### config.mk
export PLATFORM = sky130hd
export DESIGN_NAME = mux7_rr_scheduler
export DESIGN_NICKNAME = d
export VERILOG_FILES = /design/src/rtl/mux7_rr_scheduler.sv
export SDC_FILE = /design/constraint.sdc
export NUM_CORES = 1
export LEC_CHECK = 0
export CAP_MARGIN = 20
export CORE_AREA = 4 4 96 98
export CTS_BUF_LIST = sky130_fd_sc_hd__clkbuf_8
export DETAILED_ROUTE_END_ITERATION = 10
export DIE_AREA = 0 0 100 102
export PLACE_DENSITY = 0.7
export SLEW_MARGIN = 20
export SYNTH_ARGS = -nofsm -noshare
export SYNTH_HDL_FRONTEND = slang
export SYNTH_SLANG_ARGS = --single-unit
export TNS_END_PERCENT = 30
### constraint.sdc
create_clock -name clk -period 3.5 [get_ports clk]
set_input_delay 0.7 -clock clk [delete_from_list [all_inputs] [get_ports clk]]
set_output_delay 0.7 -clock clk [all_outputs]
set_load 0.05 [all_outputs]
### src/rtl/mux7_rr_scheduler.sv
// mux7_rr_scheduler
//   Round-robin owner of a shared 7:1 single-bit mux. A registered one-hot
//   grant drives the mux select. No requester keeps the grant for more than
//   MAX_HOLD consecutive cycles while others are waiting. The mux output is
//   registered into a sample stream that is tagged with its source and
//   qualified by a valid bit.
//
// Ports
//   clk        in   rising-edge clock
//   rst        in   asynchronous, active-high reset
//   req[6:0]   in   bit k requests mux input ik
//   mux_y      in   output y of the shared mux
//   select     out  mux select, registered, 0..6; holds while idle
//   grant      out  one-hot grant, registered; zero when idle
//   busy       out  high while a grant is active (FSM is in GRANT)
//   data_out   out  registered sample of mux_y
//   data_src   out  select value in effect when data_out was sampled
//   data_valid out  data_out/data_src valid this cycle
//
// Handshake: req is level-sensitive and is only looked at on clock edges.
// A requester may consider itself served in any cycle where its grant bit
// is high. The matching sample appears one cycle later with data_valid=1.
module mux7_rr_scheduler #(
    parameter int MAX_HOLD = 4,
    parameter int HOLD_W   = 3
) (
    input  logic       clk,
    input  logic       rst,
    input  logic [6:0] req,
    input  logic       mux_y,
    output logic [2:0] select,
    output logic [6:0] grant,
    output logic       busy,
    output logic       data_out,
    output logic [2:0] data_src,
    output logic       data_valid
);

    typedef enum logic {IDLE = 1'b0, GRANT = 1'b1} state_t;

    localparam logic [HOLD_W-1:0] MAX_HOLD_V = HOLD_W'(MAX_HOLD);
    localparam logic [HOLD_W-1:0] HOLD_ONE   = HOLD_W'(1);

    state_t            state, state_nx;
    logic [2:0]        ptr, ptr_nx;
    logic [2:0]        select_nx;
    logic [6:0]        grant_nx;
    logic [HOLD_W-1:0] hold, hold_nx;

    logic              found;
    logic [2:0]        win;
    logic [3:0]        sum;
    logic [2:0]        idx;

    // Round-robin search. The scan starts just after ptr and looks at ptr
    // itself last. While a grant is active, ptr equals select, so the same
    // scan serves both the idle search and the leave search from cur+1.
    always_comb begin
        found = 1'b0;
        win   = ptr;
        sum   = 4'd0;
        idx   = 3'd0;
        for (int k = 1; k <= 7; k++) begin
            sum = {1'b0, ptr} + 4'(k);
            idx = (sum >= 4'd7) ? 3'(sum - 4'd7) : sum[2:0];
            if (!found && req[idx]) begin
                found = 1'b1;
                win   = idx;
            end
        end
    end

    always_comb begin
        state_nx  = state;
        grant_nx  = grant;
        select_nx = select;
        hold_nx   = hold;
        ptr_nx    = ptr;
        case (state)
            IDLE: begin
                if (found) begin
                    state_nx  = GRANT;
                    grant_nx  = 7'b1 << win;
                    select_nx = win;
                    hold_nx   = HOLD_ONE;
                    ptr_nx    = win;
                end
            end
            GRANT: begin
                if (req[select] && (hold < MAX_HOLD_V)) begin
                    hold_nx = hold + HOLD_ONE;
                end else if (found) begin
                    // Switch directly with no idle bubble. If only the
                    // current owner is still requesting, the scan returns it
                    // and it is re-granted with a fresh hold count.
                    state_nx  = GRANT;
                    grant_nx  = 7'b1 << win;
                    select_nx = win;
                    hold_nx   = HOLD_ONE;
                    ptr_nx    = win;
                end else begin
                    state_nx = IDLE;
                    grant_nx = 7'b0;
                    hold_nx  = '0;
                end
            end
            default: begin
                state_nx = IDLE;
                grant_nx = 7'b0;
                hold_nx  = '0;
            end
        endcase
    end

    always_ff @(posedge clk or posedge rst) begin
        if (rst) begin
            state  <= IDLE;
            grant  <= 7'b0;
            select <= 3'd0;
            hold   <= '0;
            ptr    <= 3'd6;
        end else begin
            state  <= state_nx;
            grant  <= grant_nx;
            select <= select_nx;
            hold   <= hold_nx;
            ptr    <= ptr_nx;
        end
    end

    // Sample the mux during every granted cycle. This includes the last one,
    // even when its request has already dropped.
    always_ff @(posedge clk or posedge rst) begin
        if (rst) begin
            data_out   <= 1'b0;
            data_src   <= 3'd0;
            data_valid <= 1'b0;
        end else if (state == GRANT) begin
            data_out   <= mux_y;
            data_src   <= select;
            data_valid <= 1'b1;
        end else begin
            data_valid <= 1'b0;
        end
    end

    assign busy = (state == GRANT);

endmodule

==> flow_summary.json <==
{
  "status": "finished, violations left",
  "violations": "setup timing",
  "met1Wirelength_microns": 4902,
  "synth-seq-cells": 21,
  "place_congestion": 0.9220,
  "numPortBuffers": 25,
  "synth_ff_type": "dfrtp_1",
  "nFillCells": 713,
  "placed_area_sq_um": 4267,
  "grt_pass1_wl_microns": 18420,
  "cts_htree_levels": 1,
  "cp_slowest_cell": "dfstp_2",
  "skew_ps": 2.850,
  "cts_sinks": 21,
  "tightest_slew_ps": 791.1,
  "drive_gt1_frac": 0.4064,
  "clk_latency_ps": 260,
  "drv_cap": 0,
  "syn-cell-area_sq_um": 3294,
  "diodes": 0,
  "vias_per_cell": 6.008,
  "ant_nets": 0,
  "grt_pass1_vias": 3578,
  "hold_viol_final": 0,
  "grt_max_degree": 31,
  "ioPinCount": 26,
  "min_period_over_period": 1.041,
  "endpoint_kind": "flip-flop",
  "syn_avg_cell_area_sq_um": 8.624,
  "cpMostUsedCell": "buf_6",
  "syn_inst": 382,
  "synth_edf_count": 0,
  "seqCellArea_sq_um": 529.3,
  "drt-pass1-iter-count": 5,
  "drt_iter0_drc": 287,
  "fin_cells": 605,
  "vias": 3635,
  "finalMaxSlewViolations": 0,
  "finalWorstSetupSlack_ps": -142.7,
  "cts_tree": "done",
  "hpwl_microns": 8184,
  "holdWs_ps": 488.2,
  "clockBufferDepth": 2,
  "rsz0062_at_grt": "yes",
  "synth-warning-count": 0,
  "synthToLayoutAreaGrowth_pct": 43.33,
  "cp_slowest_stage_delay_ps": 540,
  "critPathRequiredTime_ps": 3650,
  "rows": 34,
  "antenna_found_initial": 0,
  "syn_nets": 406,
  "wl_per_cell_microns": 18.42,
  "ys_seq_area_frac": 0.1603,
  "dpl.cell_count": 587,
  "cp_top_family": "compound AO/OA/AOI/OAI gates",
  "slew_headroom": 0.4720,
  "die-area_sq_um": 10200,
  "start_kind": "flip-flop",
  "wirelength_microns": 11140,
  "crit_fanout": 7,
  "async_flop_share": 1.000,
  "grt_use_total": 0.2209,
  "start_util": 0.3892,
  "dieHeight_microns": 102,
  "clock_tree.root_cell": "clkbuf_8",
  "met2_length_microns": 5536,
  "core_sq_um": 8466,
  "hold_class": "flip-flop to flip-flop",
  "fmax_ghz": 0.2745,
  "die_w_microns": 100,
  "min_period_ps": 3643,
  "arrival_ps": 3790,
  "path_buf_inv": 3,
  "post-route-drc-count": 0,
  "nNetsFinal": 522,
  "clk_pin_slew_ps": 80,
  "cts_buffers": 3,
  "stdcell_area_sq_um": 4722,
  "crit_type": "flip-flop to flip-flop",
  "top_layer": "met4",
  "dp_slack_ps": -349.2,
  "cp_cell_sequence": "inv_2 -> buf_6 -> ha_2 -> xnor2_4 -> buf_6 -> mux2i_1 -> nand4b_1 -> nor3_4 -> a211oi_4 -> nand4b_4 -> o211a_1 -> a211o_1 -> o41ai_2",
  "met3_length_microns": 439,
  "multi_input_area_sq_um": 2766,
  "ys_types": 96,
  "setup_viol": 12,
  "grt-ovfl-total": 0
}
## cell families (layout without fill, tap and decap cells)
group                    after synthesis  after routing  share of synthesized area
AND/OR/NAND/NOR                      132            132                     0.2435
AO/OA/AOI/OAI                        113            114                     0.2849
buffers and inverters                 53            167                    0.08431
multiplexers                          38             38                     0.1344
flip-flops                            21             21                     0.1603
adder cells (fa/ha/maj)               14             14                    0.05545
XOR/XNOR                              11             11                    0.03722
## metrics by stage
step | util | setup TNS, ps
after floorplan | - | -16.22
after global placement | 0.5040 | -2411
after detailed placement | 0.5040 | -3045
after CTS | 0.5511 | -116.8
after global routing | 0.5578 | -3023
final | 0.5578 | -885.0
## placed cells by master, fill, tap and decap left out, types with 6 or more instances in the layout
cell	count
buf_4	110
nand2_1	30
mux2i_1	25
clkdlybuf4s50_1	25
dfrtp_1	18
inv_1	15
nor2_1	15
o21ai_0	13
nor3_1	11
nor3b_1	10
a21oi_1	9
xnor2_1	7
o41ai_2	7
ha_1	7
buf_6	7
nand2b_1	6
o21a_1	6
nand3_1	6
a31oi_1	6
## worst min-delay path, delay by kind of cell (launching register included)
family | cells | cell delay (ps)
AO/OA/AOI/OAI | 1 | 40
flip-flops | 1 | 350
AND/OR/NAND/NOR | 1 | 60
## what timing repair did
action / CTS / global route
setup buffers: 11 / 3
gates cloned: 1 / 0
endpoints found under the setup margin: 15 / 13
resized for setup: 50 / 8
hold buffers: 0 / 0
pin swaps: 23 / 12
## registers in the layout (all words and copies together), names as in the netlist
name / count
grant: 7
data_src: 3
hold: 3
ptr: 3
select: 2
busy: 1
data_out: 1
data_valid: 1
## final timing paths
path                                      start              endpoint  slack, ps  cells after the start
max                          ptr[1]$_DFFE_PP1P_  grant[1]$_DFFE_PP0P_       -140                     13
min                        grant[2]$_DFFE_PP0P_  grant[2]$_DFFE_PP0P_        490                      2
max reg2reg                  ptr[1]$_DFFE_PP1P_  grant[1]$_DFFE_PP0P_       -140                     13
min reg2reg                grant[2]$_DFFE_PP0P_  grant[2]$_DFFE_PP0P_        490                      2
max in group asynchronous                   rst    ptr[0]$_DFFE_PP0P_       2070                      2
min in group asynchronous                   rst  grant[0]$_DFFE_PP0P_        880                      2
## area by class of cell
class                      count  share of cell area
multi-input combinational    309              0.5858
timing repair buffer         143              0.2477
sequential                    21              0.1121
tap                          108             0.02862
inverter                      20             0.01590
clock buffer                   3            0.008744
clock inverter                 1            0.001060
## synth_stat cells (3+ instances only)
master / number / area, sq um
mux2_2: 6 / 67.56
mux2i_1: 27 / 270.3
nor3_1: 12 / 60.06
nor4_1: 3 / 18.77
inv_1: 17 / 63.81
o41ai_1: 8 / 70.07
nand2_1: 31 / 116.4
buf_2: 14 / 70.07
xnor2_1: 7 / 61.31
and2_1: 3 / 18.77
nor2_1: 16 / 60.06
o211ai_1: 5 / 37.54
a2111oi_0: 3 / 26.28
and4b_1: 4 / 40.04
inv_2: 3 / 11.26
o21ai_0: 13 / 65.06
o21a_1: 6 / 45.04
nor4bb_1: 4 / 40.04
ha_1: 13 / 162.7
and3b_1: 4 / 35.03
nor3b_1: 12 / 90.09
nand2b_1: 6 / 37.54
or3_1: 6 / 37.54
nand3_1: 6 / 30.03
a21oi_1: 10 / 50.05
nor2b_1: 3 / 18.77
buf_4: 7 / 52.55
nand3b_1: 3 / 22.52
mux4_2: 3 / 67.56
nand4_1: 3 / 18.77
a31oi_1: 6 / 37.54
a22o_1: 3 / 26.28
a211oi_1: 7 / 52.55
clkbuf_1: 9 / 33.78
o31a_1: 3 / 26.28
dfrtp_1: 19 / 475.5
## per-layer routing
| layer | GRT usage | vias to the layer above |
|---|---|---|
| li1 | - | 1691 |
| met1 | 0.2851 | 1786 |
| met2 | 0.3864 | 137 |
| met3 | 0.02526 | 21 |
| met4 | 0.07150 | 0 |
| met5 | 0 | - |
Power is not shown: default switching activity piles up to over one toggle a cycle in this logic, so the estimate is an artifact.
